<file path="config.mk">
export PLATFORM = sky130hd
export DESIGN_NAME = mem_stage_ctrl_flat
export DESIGN_NICKNAME = d
export VERILOG_FILES = /design/src/rtl/mem_stage_ctrl_pkg.sv /design/src/rtl/mem_stage_ctrl_if.sv /design/src/rtl/mem_align_unit.sv /design/src/rtl/mem_stage_ctrl.sv /design/src/flat_wrapper.sv
export SDC_FILE = /design/constraint.sdc
export NUM_CORES = 1
export LEC_CHECK = 0
export ABC_AREA = 1
export CAP_MARGIN = 0
export CELL_PAD_IN_SITES_DETAIL_PLACEMENT = 0
export CELL_PAD_IN_SITES_GLOBAL_PLACEMENT = 1
export CORE_MARGIN = 2
export CORE_UTILIZATION = 30
export DETAILED_ROUTE_END_ITERATION = 7
export GPL_ROUTABILITY_DRIVEN = 0
export HOLD_SLACK_MARGIN = 0.05
export PLACE_DENSITY_LB_ADDON = 0.25
export SYNTH_ARGS = -nofsm -noshare
export SYNTH_HDL_FRONTEND = slang
export SYNTH_SLANG_ARGS = --single-unit
</file>
<file path="constraint.sdc">
create_clock -name clk -period 2.4 [get_ports clk]
set_input_delay 0.6 -clock clk [delete_from_list [all_inputs] [get_ports clk]]
set_output_delay 0.6 -clock clk [all_outputs]
set_load 0.01 [all_outputs]
</file>
<file path="src/rtl/mem_stage_ctrl_pkg.sv">
// Shared definitions for the memory-stage controller and its alignment helper.
// Contents: funct3 access-size encodings, FSM state encoding, timeout counter width.
// Imported by mem_align_unit and mem_stage_ctrl.
package mem_stage_ctrl_pkg;

  // funct3 encodings for load/store access size and signedness
  localparam logic [2:0] F3_B  = 3'b000;  // LB / SB
  localparam logic [2:0] F3_H  = 3'b001;  // LH / SH
  localparam logic [2:0] F3_W  = 3'b010;  // LW / SW
  localparam logic [2:0] F3_BU = 3'b100;  // LBU (load only)
  localparam logic [2:0] F3_HU = 3'b101;  // LHU (load only)

  // Timeout counter width; covers TIMEOUT_CYCLES up to 255
  localparam int unsigned TMO_W = 8;

  typedef enum logic [1:0] {
    IDLE = 2'd0,  // waiting for an M-stage access
    WAIT = 2'd1,  // request outstanding on the data bus
    DONE = 2'd2   // one unstalled cycle so the instruction reaches MEM/WB
  } mem_state_e;

  // True for the encodings that a store may legally use
  function automatic logic f3_store_legal(input logic [2:0] f3);
    return (f3 == F3_B) || (f3 == F3_H) || (f3 == F3_W);
  endfunction

endpackage

</file>
<file path="src/rtl/mem_stage_ctrl_if.sv">
// Data-memory request/acknowledge bus between the M-stage controller and memory.
// Ports: master drives req/we/addr/be/wdata, slave returns a one-cycle ack with rdata.
// Request is held (with all other master signals stable) until ack is seen.
interface mem_stage_ctrl_if;

  logic        dmem_req;    // bus request, held until ack
  logic        dmem_we;     // 1 = write
  logic [31:0] dmem_addr;   // word-aligned address
  logic [3:0]  dmem_be;     // byte enables
  logic [31:0] dmem_wdata;  // lane-replicated store data
  logic        dmem_ack;    // one-cycle completion
  logic [31:0] dmem_rdata;  // read word, valid with ack

  modport master (
    output dmem_req, dmem_we, dmem_addr, dmem_be, dmem_wdata,
    input  dmem_ack, dmem_rdata
  );

  modport slave (
    input  dmem_req, dmem_we, dmem_addr, dmem_be, dmem_wdata,
    output dmem_ack, dmem_rdata
  );

endinterface

</file>
<file path="src/rtl/mem_align_unit.sv">
// Byte-lane alignment for load/store: lane enables, store replication, load extension.
// Ports: off_i/funct3_i/is_store_i/rs2_i/rdata_i in; be_o/wdata_o/ld_data_o/misaligned_o out.
// Purely combinational, no handshake.
module mem_align_unit
  import mem_stage_ctrl_pkg::*;
(
  input  logic [1:0]  off_i,         // byte offset within the word
  input  logic [2:0]  funct3_i,      // access size / signedness
  input  logic        is_store_i,    // 1 = store access
  input  logic [31:0] rs2_i,         // raw store data
  input  logic [31:0] rdata_i,       // raw word read from memory
  output logic [3:0]  be_o,          // byte enables
  output logic [31:0] wdata_o,       // replicated store data
  output logic [31:0] ld_data_o,     // extended load result
  output logic        misaligned_o   // bad alignment or bad funct3 for this direction
);

  logic [7:0]  byte_sel;
  logic [15:0] half_sel;

  // Byte picked by the full offset; halfword picked by offset bit 1
  assign byte_sel = rdata_i[{off_i, 3'b000} +: 8];
  assign half_sel = off_i[1] ? rdata_i[31:16] : rdata_i[15:0];

  always_comb begin
    be_o         = 4'hF;  // loads always fetch the whole word
    wdata_o      = rs2_i;
    ld_data_o    = '0;
    misaligned_o = 1'b0;

    case (funct3_i)
      F3_B: begin
        if (is_store_i) be_o = 4'b0001 << off_i;
        wdata_o   = {4{rs2_i[7:0]}};
        ld_data_o = {{24{byte_sel[7]}}, byte_sel};
      end
      F3_H: begin
        misaligned_o = off_i[0];
        if (is_store_i) be_o = off_i[1] ? 4'b1100 : 4'b0011;
        wdata_o   = {2{rs2_i[15:0]}};
        ld_data_o = {{16{half_sel[15]}}, half_sel};
      end
      F3_W: begin
        misaligned_o = (off_i != 2'b00);
        ld_data_o    = rdata_i;
      end
      F3_BU: begin
        ld_data_o = {24'h0, byte_sel};
      end
      F3_HU: begin
        misaligned_o = off_i[0];
        ld_data_o    = {16'h0, half_sel};
      end
      default: begin
        misaligned_o = 1'b1;
      end
    endcase

    // Unsigned encodings exist only for loads
    if (is_store_i && !f3_store_legal(funct3_i)) misaligned_o = 1'b1;
  end

endmodule

</file>
<file path="src/rtl/mem_stage_ctrl.sv">
// M-stage controller: turns load/store control into one req/ack data-bus transaction.
// Ports: clk/rst, M-stage controls in, dmem master interface, read_datam/stall/exceptions out.
// Latency: issue cycle + >=1 WAIT cycle stalled, then one unstalled DONE cycle.
module mem_stage_ctrl
  import mem_stage_ctrl_pkg::*;
#(
  parameter int unsigned TIMEOUT_CYCLES = 255  // WAIT cycles without ack before bus_err, 1..255
)(
  input  logic                    clk,
  input  logic                    rst,          // synchronous, active-high
  input  logic                    memrd_sgnm,   // M-stage load
  input  logic                    memwr_sgnm,   // M-stage store (wins over load)
  input  logic [2:0]              funct3m,
  input  logic [31:0]             alu_resultm,  // effective byte address
  input  logic [31:0]             rd_final2m,   // store data (rs2)
  mem_stage_ctrl_if.master        dmem,
  output logic [31:0]             read_datam,   // extended load result to MEM/WB
  output logic                    stall_mem,    // freeze PC, IF/ID, ID/EX, EX/MEM
  output logic                    regwr_killm,  // gate regwr into MEM/WB
  output logic                    misalign_exc, // one-cycle pulse
  output logic                    bus_err       // one-cycle pulse on timeout
);

  // Counter value at which the final permitted WAIT cycle is running
  localparam logic [TMO_W-1:0] TMO_LAST = TMO_W'(TIMEOUT_CYCLES - 1);

  mem_state_e       state_q;
  logic             req_q;
  logic             we_q;
  logic [31:0]      addr_q;
  logic [3:0]       be_q;
  logic [31:0]      wdata_q;
  logic [31:0]      read_datam_q;
  logic             misalign_q;
  logic             bus_err_q;
  logic [TMO_W-1:0] cnt_q;
  logic [TMO_W-1:0] cnt_d;

  logic             access;
  logic             timeout_hit;
  logic [3:0]       al_be;
  logic [31:0]      al_wdata;
  logic [31:0]      al_ld;
  logic             al_mis;

  assign access      = memrd_sgnm | memwr_sgnm;
  assign cnt_d       = cnt_q + TMO_W'(1);
  assign timeout_hit = (cnt_q == TMO_LAST);

  // The aligner sees the live EX/MEM fields. They stay frozen while
  // stall_mem is high, so during WAIT they still describe the access
  // in flight and can be used to extend the returning read data.
  mem_align_unit u_align (
    .off_i        (alu_resultm[1:0]),
    .funct3_i     (funct3m),
    .is_store_i   (memwr_sgnm),
    .rs2_i        (rd_final2m),
    .rdata_i      (dmem.dmem_rdata),
    .be_o         (al_be),
    .wdata_o      (al_wdata),
    .ld_data_o    (al_ld),
    .misaligned_o (al_mis)
  );

  always_ff @(posedge clk) begin
    if (rst) begin
      state_q      <= IDLE;
      req_q        <= 1'b0;
      we_q         <= 1'b0;
      addr_q       <= '0;
      be_q         <= '0;
      wdata_q      <= '0;
      read_datam_q <= '0;
      misalign_q   <= 1'b0;
      bus_err_q    <= 1'b0;
      cnt_q        <= '0;
    end else begin
      misalign_q <= 1'b0;
      bus_err_q  <= 1'b0;

      case (state_q)
        IDLE: begin
          if (access) begin
            if (al_mis) begin
              // Trap without touching the bus; the instruction is not stalled
              misalign_q <= 1'b1;
            end else begin
              req_q   <= 1'b1;
              we_q    <= memwr_sgnm;
              addr_q  <= {alu_resultm[31:2], 2'b00};
              be_q    <= al_be;
              wdata_q <= al_wdata;
              cnt_q   <= '0;
              state_q <= WAIT;
            end
          end
        end

        WAIT: begin
          // An ack in the last permitted cycle still completes normally
          if (dmem.dmem_ack) begin
            req_q <= 1'b0;
            if (!we_q) read_datam_q <= al_ld;
            state_q <= DONE;
          end else if (timeout_hit) begin
            req_q        <= 1'b0;
            bus_err_q    <= 1'b1;
            read_datam_q <= '0;
            state_q      <= DONE;
          end else begin
            cnt_q <= cnt_d;
          end
        end

        DONE: begin
          // Inputs still show the finished instruction; never reissue it
          state_q <= IDLE;
        end

        default: begin
          state_q <= IDLE;
        end
      endcase
    end
  end

  // Stall rises in the issue cycle itself so the EX/MEM register holds
  assign stall_mem   = ((state_q == IDLE) && access && !al_mis) || (state_q == WAIT);
  assign regwr_killm = stall_mem;

  assign dmem.dmem_req   = req_q;
  assign dmem.dmem_we    = we_q;
  assign dmem.dmem_addr  = addr_q;
  assign dmem.dmem_be    = be_q;
  assign dmem.dmem_wdata = wdata_q;

  assign read_datam   = read_datam_q;
  assign misalign_exc = misalign_q;
  assign bus_err      = bus_err_q;

endmodule

</file>
<file path="src/flat_wrapper.sv">
// flat-port wrapper written by rule: the top's interface ports become plain ports
module mem_stage_ctrl_flat import mem_stage_ctrl_pkg::*;
#(
  parameter int unsigned TIMEOUT_CYCLES = 255                                                   
)
  (clk, rst, memrd_sgnm, memwr_sgnm, funct3m, alu_resultm, rd_final2m, read_datam, stall_mem, regwr_killm, misalign_exc, bus_err, dmem_dmem_req, dmem_dmem_we, dmem_dmem_addr, dmem_dmem_be, dmem_dmem_wdata, dmem_dmem_ack, dmem_dmem_rdata);
  mem_stage_ctrl_if dmem_i ();
  input  logic clk;
  input  logic rst;
  input  logic memrd_sgnm;
  input  logic memwr_sgnm;
  input  logic [2:0] funct3m;
  input  logic [31:0] alu_resultm;
  input  logic [31:0] rd_final2m;
  output logic [31:0] read_datam;
  output logic stall_mem;
  output logic regwr_killm;
  output logic misalign_exc;
  output logic bus_err;
  output wire logic [$bits(dmem_i.dmem_req)-1:0] dmem_dmem_req;
  output wire logic [$bits(dmem_i.dmem_we)-1:0] dmem_dmem_we;
  output wire logic [$bits(dmem_i.dmem_addr)-1:0] dmem_dmem_addr;
  output wire logic [$bits(dmem_i.dmem_be)-1:0] dmem_dmem_be;
  output wire logic [$bits(dmem_i.dmem_wdata)-1:0] dmem_dmem_wdata;
  input wire logic [$bits(dmem_i.dmem_ack)-1:0] dmem_dmem_ack;
  input wire logic [$bits(dmem_i.dmem_rdata)-1:0] dmem_dmem_rdata;
  assign dmem_dmem_req = dmem_i.dmem_req;
  assign dmem_dmem_we = dmem_i.dmem_we;
  assign dmem_dmem_addr = dmem_i.dmem_addr;
  assign dmem_dmem_be = dmem_i.dmem_be;
  assign dmem_dmem_wdata = dmem_i.dmem_wdata;
  assign dmem_i.dmem_ack = dmem_dmem_ack;
  assign dmem_i.dmem_rdata = dmem_dmem_rdata;
  mem_stage_ctrl #(.TIMEOUT_CYCLES(TIMEOUT_CYCLES)) u_core (.clk(clk), .rst(rst), .memrd_sgnm(memrd_sgnm), .memwr_sgnm(memwr_sgnm), .funct3m(funct3m), .alu_resultm(alu_resultm), .rd_final2m(rd_final2m), .dmem(dmem_i), .read_datam(read_datam), .stall_mem(stall_mem), .regwr_killm(regwr_killm), .misalign_exc(misalign_exc), .bus_err(bus_err));
endmodule
</file>
==> results of run 1 <==
==> power groups by stage <==
stage / registers [W] / logic, W / clock network, W
final: 0.00201 / 0.00108 / 0.00171
after detailed placement: 0.00206 / 0.00108 / 0
after global routing: 0.00202 / 0.00119 / 0.00185
after CTS: 0.00201 / 0.00109 / 0.00178
after floorplan: 0.00210 / 0.000483 / 0
after global placement: 0.00206 / 0.00108 / 0
==> worst max-delay path by stage <==
| stage | end | slack (ps) | cells past startpoint |
|---|---|---|---|
| 6_report | regwr_killm | 90 | 6 |
| 5_1_grt | regwr_killm | 40 | 6 |
| 3_3_place_gp | regwr_killm | -460 | 7 |
| 3_5_place_dp | stall_mem | -460 | 7 |
| 4_1_cts | regwr_killm | 10 | 6 |
| 2_1_floorplan | stall_mem | 100 | 9 |
==> layout make-up <==
type | instances | area, µm² | share of cell area
multi-input combinational | 669 | 2900 | 0.341
sequential | 112 | 2240 | 0.264
tap | 234 | 293 | 0.0344
inverter | 88 | 330 | 0.0388
timing repair buffer | 245 | 2410 | 0.283
clock inverter | 5 | 87.6 | 0.0103
clock buffer | 11 | 243 | 0.0285
==> layout by cell type (no fill, tap or decap), types with 4 or more instances in the layout <==
| master | instances |
|---|---|
| buf_4 | 32 |
| dfxtp_1 | 112 |
| nand3_1 | 25 |
| nand2_1 | 371 |
| buf_12 | 5 |
| inv_2 | 4 |
| clkbuf_16 | 9 |
| nand4_1 | 40 |
| o21ai_0 | 16 |
| nor2_1 | 108 |
| a21oi_1 | 83 |
| clkdlybuf4s50_1 | 198 |
| dlygate4sd2_1 | 5 |
| inv_1 | 82 |
==> routing by layer <==
layer | part of all wire | vias up
met1 | 0.45 | 2878
li1 | - | 3271
met2 | 0.47 | 143
met4 | 0.016 | 0
met5 | 0 | -
met3 | 0.067 | 23
==> registers in the layout, summed over array words and instances, names as in the netlist <==
| register | flops |
|---|---|
| u_core.dmem.dmem_be | 4 |
| u_core.state_q | 2 |
| u_core.dmem.dmem_we | 1 |
| u_core.dmem.dmem_wdata | 32 |
| u_core.misalign_exc | 1 |
| u_core.bus_err | 1 |
| u_core.dmem.dmem_addr | 30 |
| u_core.dmem.dmem_req | 1 |
| u_core.cnt_q | 8 |
| u_core.read_datam | 32 |
==> through the flow <==
step	instances	util	hold slack [ps]	total power [W]	cell area, µm²
after floorplan	928	-	460	0.00258	5740
after global placement	1345	0.435	446	0.00313	8140
after detailed placement	1345	0.435	452	0.00314	8140
after CTS	1362	0.453	464	0.00488	8480
after global routing	1364	0.455	481	0.00507	8510
final	1364	0.455	462	0.00479	8510
==> cells by family after synthesis <==
family,count (synthesis),synth area share
buffers and inverters,147,0.110
other,1,0.000654
flip-flops,112,0.391
XOR/XNOR,3,0.00458
adder cells (fa/ha/maj),2,0.00437
AO/OA/AOI/OAI,105,0.0941
AND/OR/NAND/NOR,557,0.396
==> worst max-delay path: cells and delay by family <==
family / cells / cell delay (ps)
buf+inv: 2 / 680
simple gates: 4 / 420
==> timing repair <==
action                                  in CTS  in global routing
setup buffers                                1                  2
endpoints found under the hold margin        0                  0
hold buffers                                 0                  0
endpoints found under the setup margin      30                 22
resized for setup                           17                  3
pin swaps                                    5                  3
==> results by stage, run 1 <==
Status:
- The run finished with clean final reports.

Logic synthesis:
- The post-synthesis area per instance is between 6 and 7 µm².
- dfxtp_1 takes more of the synthesized area than any other cell.
- The share of the Yosys chip area taken by registers is 0.391.
- By count the netlist is led by 372 x nand2_1, 112 x dfxtp_1, 109 x nor2_1.
- Ranked by total cell area, the synthesized netlist is headed by dfxtp_1 39%, nand2_1 24%, a21oi_1 7.2%.
- The share of synthesized area in the top cell type comes to 0.391.
- For this run, the leading register cell type out of synthesis is dfxtp_1.
- The number of synthesized register bits is approximately 110.
- The most frequent cell after synthesis is nand2_1.
- The number of enable-type register cells in the synthesized netlist is 0.
- After synthesis, the share of flip-flops with an asynchronous set or reset is 0.
- During synthesis, Yosys emitted a total of 0 warnings.
- Synthesis handed over a netlist of about 930 instances.
- The count of different cell masters after synthesis is 29.
- The mapped netlist covers ~5700 µm².

Worst setup path:
- The critical-path maximum fanout is 2.
- The cell count of the worst reg-to-reg path is 8.
- For flop-to-flop paths, the worst setup slack is 620 ps.
- Data on the critical path is required at its endpoint by roughly 1800 ps.
- In this run the critical register-to-register path is launched from u_core.cnt_q[3]$_SDFFE_PP0P_.
- In this design, the stage delay of the slowest critical-path cell is ~460 ps.
- The launching element type of the critical path is an input port.
- The start point of the critical path is memrd_sgnm.
- The capturing point of the worst reg2reg path is u_core.cnt_q[7]$_SDFFE_PP0P_.
- The data arrival time of the critical path is about 1700 ps.
- The signal on the critical path passes through clkdlybuf4s50_1 -> nor2_1 -> nor3_4 -> nand3_4 -> nand2_4 -> clkdlybuf4s15_2.
- The slowest stage of the critical path is the clkdlybuf4s50_1 cell.
- The kind of capture point of the worst setup path is a primary output.
- The critical path is of the input port to primary output type.

Global route:
- The pin count of the biggest net entering global routing is 70.
- The via count of the first global-routing pass is 5887.
- The initial antenna violation count came to 0.
- For met1 alone, demand over resource in global routing was 0.239.
- In the global route stage, overall resource usage came out at 0.192.
- Global routing finished with a remaining overflow of 0.
- For met2 alone, demand over resource in global routing was 0.320.
- The layer flagged by global routing as most heavily used is met2.
- The global routing met3 resource utilization is 0.0599.
- The first-pass GRT wire length is 30.4 mm.

Die:
- After floorplanning, the core was divided into 50 placement rows.
- The die covers 20200 µm².
- The floorplan step defined a core boundary enclosing between 15000 and 20000 µm².
- The overall die width is 142 µm.
- From bottom edge to top edge, the die measures around 140 µm.
- The initial standard-cell utilization of the core is 0.306.
- During I/O placement, the number of pins put on the boundary was between 200 and 250.

Timing:
- Setup repair after global routing left no endpoint under its margin.
- The fmax is approximately 0.43 GHz.
- For the final database, setup skew stands at approximately 11 ps.
- The number of pins exceeding their max-slew limit in the final report is 0.
- In the finished design, the share of the clock period the worst path needs comes to 0.963.
- Setup violations remaining at the end of the flow were counted as 0.
- Counting I/O delays and the setup requirement, the final critical path takes approximately 2300 ps.
- In the final timing run, aggregate negative setup slack is 0 ps.
- The total count of hold-check failures in the final report is 0.
- Once routing completed, OpenROAD measured the worst setup slack at about 88 ps.

Clock network:
- The clock tree synthesis step divided the H-tree into 3 levels.
- The clock insertion delay at the later pin of the skew report is approximately 360 ps.
- Counting along the longest clock path gives a buffer depth of 2.
- The TritonCTS clock tree is built.
- The clock buffer count from CTS is 9.
- The tree is rooted in a clkbuf_16.
- CTS saw ~110 sinks.
- The clock slew at the register clock pins of the worst setup and hold paths is approximately 80 ps.

Layout:
- The share of final-layout standard cells stronger than drive strength 1 is 0.0619.
- The final-layout fill cell count is just under 2000.
- 0 antenna diodes ended up in the layout.
- Compared with the post-synthesis result, the final layout area differs by 48.4%.
- The total number of nets in the final design is 1231.

Power and ir drop:
- Summed over all nets, the switching power comes to 0.00136 W.
- The sequential share of power is 0.420.
- The worst ir drop on vdd is 0.000338 V.
- The analysis attributes to cell leakage a power of about 3.7 nW.
- The share of total power in combinational logic is 0.225.
- Internal power comes to roughly 0.0034 W.
- The clock network power share is 0.356.
- The total power per unit cell area is between 500 and 600 nW/µm².
- The switching fraction of total power is 0.284.

Placement:
- Prior to clock tree synthesis, the placed netlist has a worst setup slack of -458 ps.
- The quantity of I/O buffers inserted on ports is ~210.
- The detailed placer's ending HPWL is 14.1 mm.

Routing:
- After the first detailed-routing iteration, the DRC count stood at 413.
- In the routed design, unresolved DRC markers number 0.
- After detailed routing, the average wire length per cell comes to between 10 and 15 µm.
- The total length of routed wires is just under 20 mm.
- Dividing the detail-routed via count by the number of cells gives between 4 and 5.
- The count of nets left with antenna violations once routing finished came out at 0.
- The pre-antenna-repair detailed-routing pass consisted of 5 iterations.
- The total via count in the routed design is between 6000 and 7000.

Min path:
- The worst hold path passes through 2 cells.
- The tightest min-delay check is of the flip-flop to flip-flop type.
- The sink of the worst hold path is u_core.dmem.dmem_wdata[3]$_SDFFE_PP0P_.
- The start point of the worst hold path is u_core.dmem.dmem_wdata[3]$_SDFFE_PP0P_.

Job:
- Across the run, the number of max-cap violations was 0.
No activity file was read; power rests on OpenSTA's default activity.
==> run 2, diff against run 1 <==
--- a/config.mk
+++ b/config.mk
@@ -11,10 +11,12 @@
 export CELL_PAD_IN_SITES_GLOBAL_PLACEMENT = 1
 export CORE_MARGIN = 2
 export CORE_UTILIZATION = 30
+export CTS_CLUSTER_SIZE = 25
 export DETAILED_ROUTE_END_ITERATION = 7
 export GPL_ROUTABILITY_DRIVEN = 0
 export HOLD_SLACK_MARGIN = 0.05
 export PLACE_DENSITY_LB_ADDON = 0.25
+export SLEW_MARGIN = 20
 export SYNTH_ARGS = -nofsm -noshare
 export SYNTH_HDL_FRONTEND = slang
 export SYNTH_SLANG_ARGS = --single-unit
==> results of run 2 <==
Final layout, timing and power as in run 1 (identical DEF).
==> run 3, diff against run 2 <==
--- a/config.mk
+++ b/config.mk
@@ -10,7 +10,7 @@
 export CELL_PAD_IN_SITES_DETAIL_PLACEMENT = 0
 export CELL_PAD_IN_SITES_GLOBAL_PLACEMENT = 1
 export CORE_MARGIN = 2
-export CORE_UTILIZATION = 30
+export CORE_UTILIZATION = 27
 export CTS_CLUSTER_SIZE = 25
 export DETAILED_ROUTE_END_ITERATION = 7
 export GPL_ROUTABILITY_DRIVEN = 0
==> constraint.sdc (replaced) <==
create_clock -name clk -period 2.1 [get_ports clk]
set_input_delay 0.525 -clock clk [delete_from_list [all_inputs] [get_ports clk]]
set_output_delay 0.525 -clock clk [all_outputs]
set_load 0.01 [all_outputs]
==> results by stage, run 3 (same netlist as run 1, synthesis figures left out) <==
Min path:
- The tightest min-delay check is of the flip-flop to flip-flop type.

Clock network:
- The clock slew at the register clock pins of the worst setup and hold paths is roughly 70 ps.
- The clock sink count is between 100 and 150.
- CTS placed an instance of clkbuf_16 at the clock tree root.
- The clock reaches the later pin of the worst-skew pair after roughly 360 ps.
- The clock passes through at most 2 buffers.
- TritonCTS built the clock tree.
- In this run, CTS created clock tree buffers numbering 9.
- The maximum level of the CTS H-tree is 3.

Global route:
- The fraction of met1 tracks used by global routing is 0.229.
- The first global-routing pass estimated 31.1 mm of wire.
- The via count of the first global-routing pass is 5883.
- The initial antenna violation count is 0.
- After global routing the overflow that remains totals 0.
- The global routing met3 resource utilization is 0.0345.
- In the global route stage, met2 resource usage came out at 0.295.
- The global-route layer with the greatest usage is met2.
- For this run, the total global-route usage over all layers was measured as 0.177.
- Entering global routing, the biggest net connects 49 pins.

Routing:
- The detailed-route DRC error count is 0.
- After the first detailed-routing iteration, the DRC count stood at between 200 and 300.
- The total length of routed wires is around 20 mm.
- In the routed layout, each cell is associated on average with a via count of 4.37.
- The first-pass iteration count of the detailed router is 4.
- Across all layers, the routed design uses 6178 vias.
- The remaining number of nets flagged by the antenna check after routing is 0.
- After detailed routing, the average wire length per cell comes to approximately 14 µm.

Worst setup path:
- The critical path is of the input port to primary output type.
- In this run the worst path has a maximum fanout of 4.
- The launching element type of the critical path is an input port.
- The required time of the worst setup path is roughly 1600 ps.
- STA classifies the critical path endpoint as a primary output.
- The data arrival time of the critical path is 1470 ps.

Layout:
- The filler-free cell count of the finished design is 1413.
- The final-layout fill cell count is 2291.
- In the layout the commonest cells are 371 x nand2_1, 197 x clkdlybuf4s50_1, 112 x dfxtp_1.
- For this run, the share of the core covered by cells in the final layout is 0.410.
- The commonest non-fill, non-tap cell in the layout is nand2_1.
- The total number of nets in the final design is about 1200.
- Compared with the post-synthesis result, the final layout area differs by 49.9%.
- The number of antenna diodes in the final layout is 0.
- In the final layout, the share of cells above drive strength 1 is 0.0712.

Die:
- The initial standard-cell utilization of the core is 0.274.
- In this run the count of I/O pins placed on the die edge is 210.
- The die is between 100 and 150 µm wide.
- After floorplanning, the core was divided into 53 placement rows.
- The region available for standard cell placement spans 21000 µm².
- The die footprint is roughly 22000 µm².
- The overall die height is 150 µm.

Timing:
- The worst path setup slack after routing is 103 ps.
- The period utilization is 0.951.
- Static timing analysis puts the maximum clock frequency at 0.501 GHz.
- Setup violations remaining at the end of the flow were counted as 0.
- The number of pins exceeding their max-slew limit in the final report is 0.
- Setup repair after global routing left no endpoint under its margin.
- The clock period minus final worst setup slack is 2000 ps.
- The clock tree skew after final layout is ~6.5 ps.
- The total count of hold-check failures in the final report was 0.

Placement:
- The detailed placer's ending HPWL is between 10 and 15 mm.
- The quantity of I/O buffers inserted on ports is 207.
- Before CTS, the worst setup slack after placement is -593 ps.
- Counting tap cells, the placed design contains a total of ~1400 instances.

Power and ir drop:
- For this design the static power due to leakage is between 3 and 4 nW.
- IR analysis of the VDD net gives a maximum drop of around 0.00037 V.
- Power spread over the standard cell area amounts to about 600 nW/µm².

Status:
- The run finished with clean final reports.

Job:
- Across the run, the number of max-cap violations was 0.
-- run 3: cell type report --
| type | instances | area (µm²) | share of cell area |
|---|---|---|---|
| Multi-Input combinational cell | 669 | 2900 | 0.337 |
| Clock inverter | 6 | 63.8 | 0.00742 |
| Clock buffer | 10 | 239 | 0.0278 |
| Tap cell | 275 | 344 | 0.0400 |
| Timing Repair Buffer | 253 | 2480 | 0.288 |
| Sequential cell | 112 | 2240 | 0.261 |
| Inverter | 88 | 330 | 0.0384 |
-- run 3: worst max-delay path, cell delays in order --
cell and delay (ps):
dlygate4sd2_1 270, inv_2 80, o21bai_2 180, nand2_2 90, nand3_4 110, nand2_4 60
buf_2 140
-- run 3: what timing repair did --
action / CTS / global route
setup endpoints to repair: 37 / 35
pin swaps: 8 / 0
hold buffers: 0 / 0
gates resized for setup: 23 / 3
buffers inserted: 4 / 0
-- run 3: layer usage --
layer / up-vias / share of wire
met4: 0 / 0.022
met1: 2730 / 0.47
met3: 23 / 0.051
li1: 3285 / -
met2: 140 / 0.46
met5: - / 0
-- run 3: where the power goes --
group	internal (W)	switching, W
logic	0.000603	0.000649
registers	0.00224	0.0000613
clock network	0.000871	0.000889
total	0.00371	0.00160
-- run 3: per-stage QoR --
step	instance area, µm²	TNS (ps)	hold WS (ps)	total power [W]
2_1_floorplan	5750	0	460	0.00295
3_3_place_gp	8240	-33020	447	0.00360
3_5_place_dp	8240	-33810	452	0.00360
4_1_cts	8580	0	464	0.00540
5_1_grt	8590	0	479	0.00560
6_report	8590	0	460	0.00531
-- run 3: worst paths after layout --
path,startpoint,slack [ps],end,depth (start not counted)
worst min-delay path,u_core.dmem.dmem_wdata[0]$_SDFFE_PP0P_,460,u_core.dmem.dmem_wdata[0]$_SDFFE_PP0P_,2
worst max-delay path,funct3m[1],100,regwr_killm,7
worst max register to register,u_core.state_q[0]$_SDFFE_PP0P_,460,u_core.cnt_q[1]$_SDFFE_PP0P_,9
worst min register to register,u_core.dmem.dmem_wdata[0]$_SDFFE_PP0P_,460,u_core.dmem.dmem_wdata[0]$_SDFFE_PP0P_,2
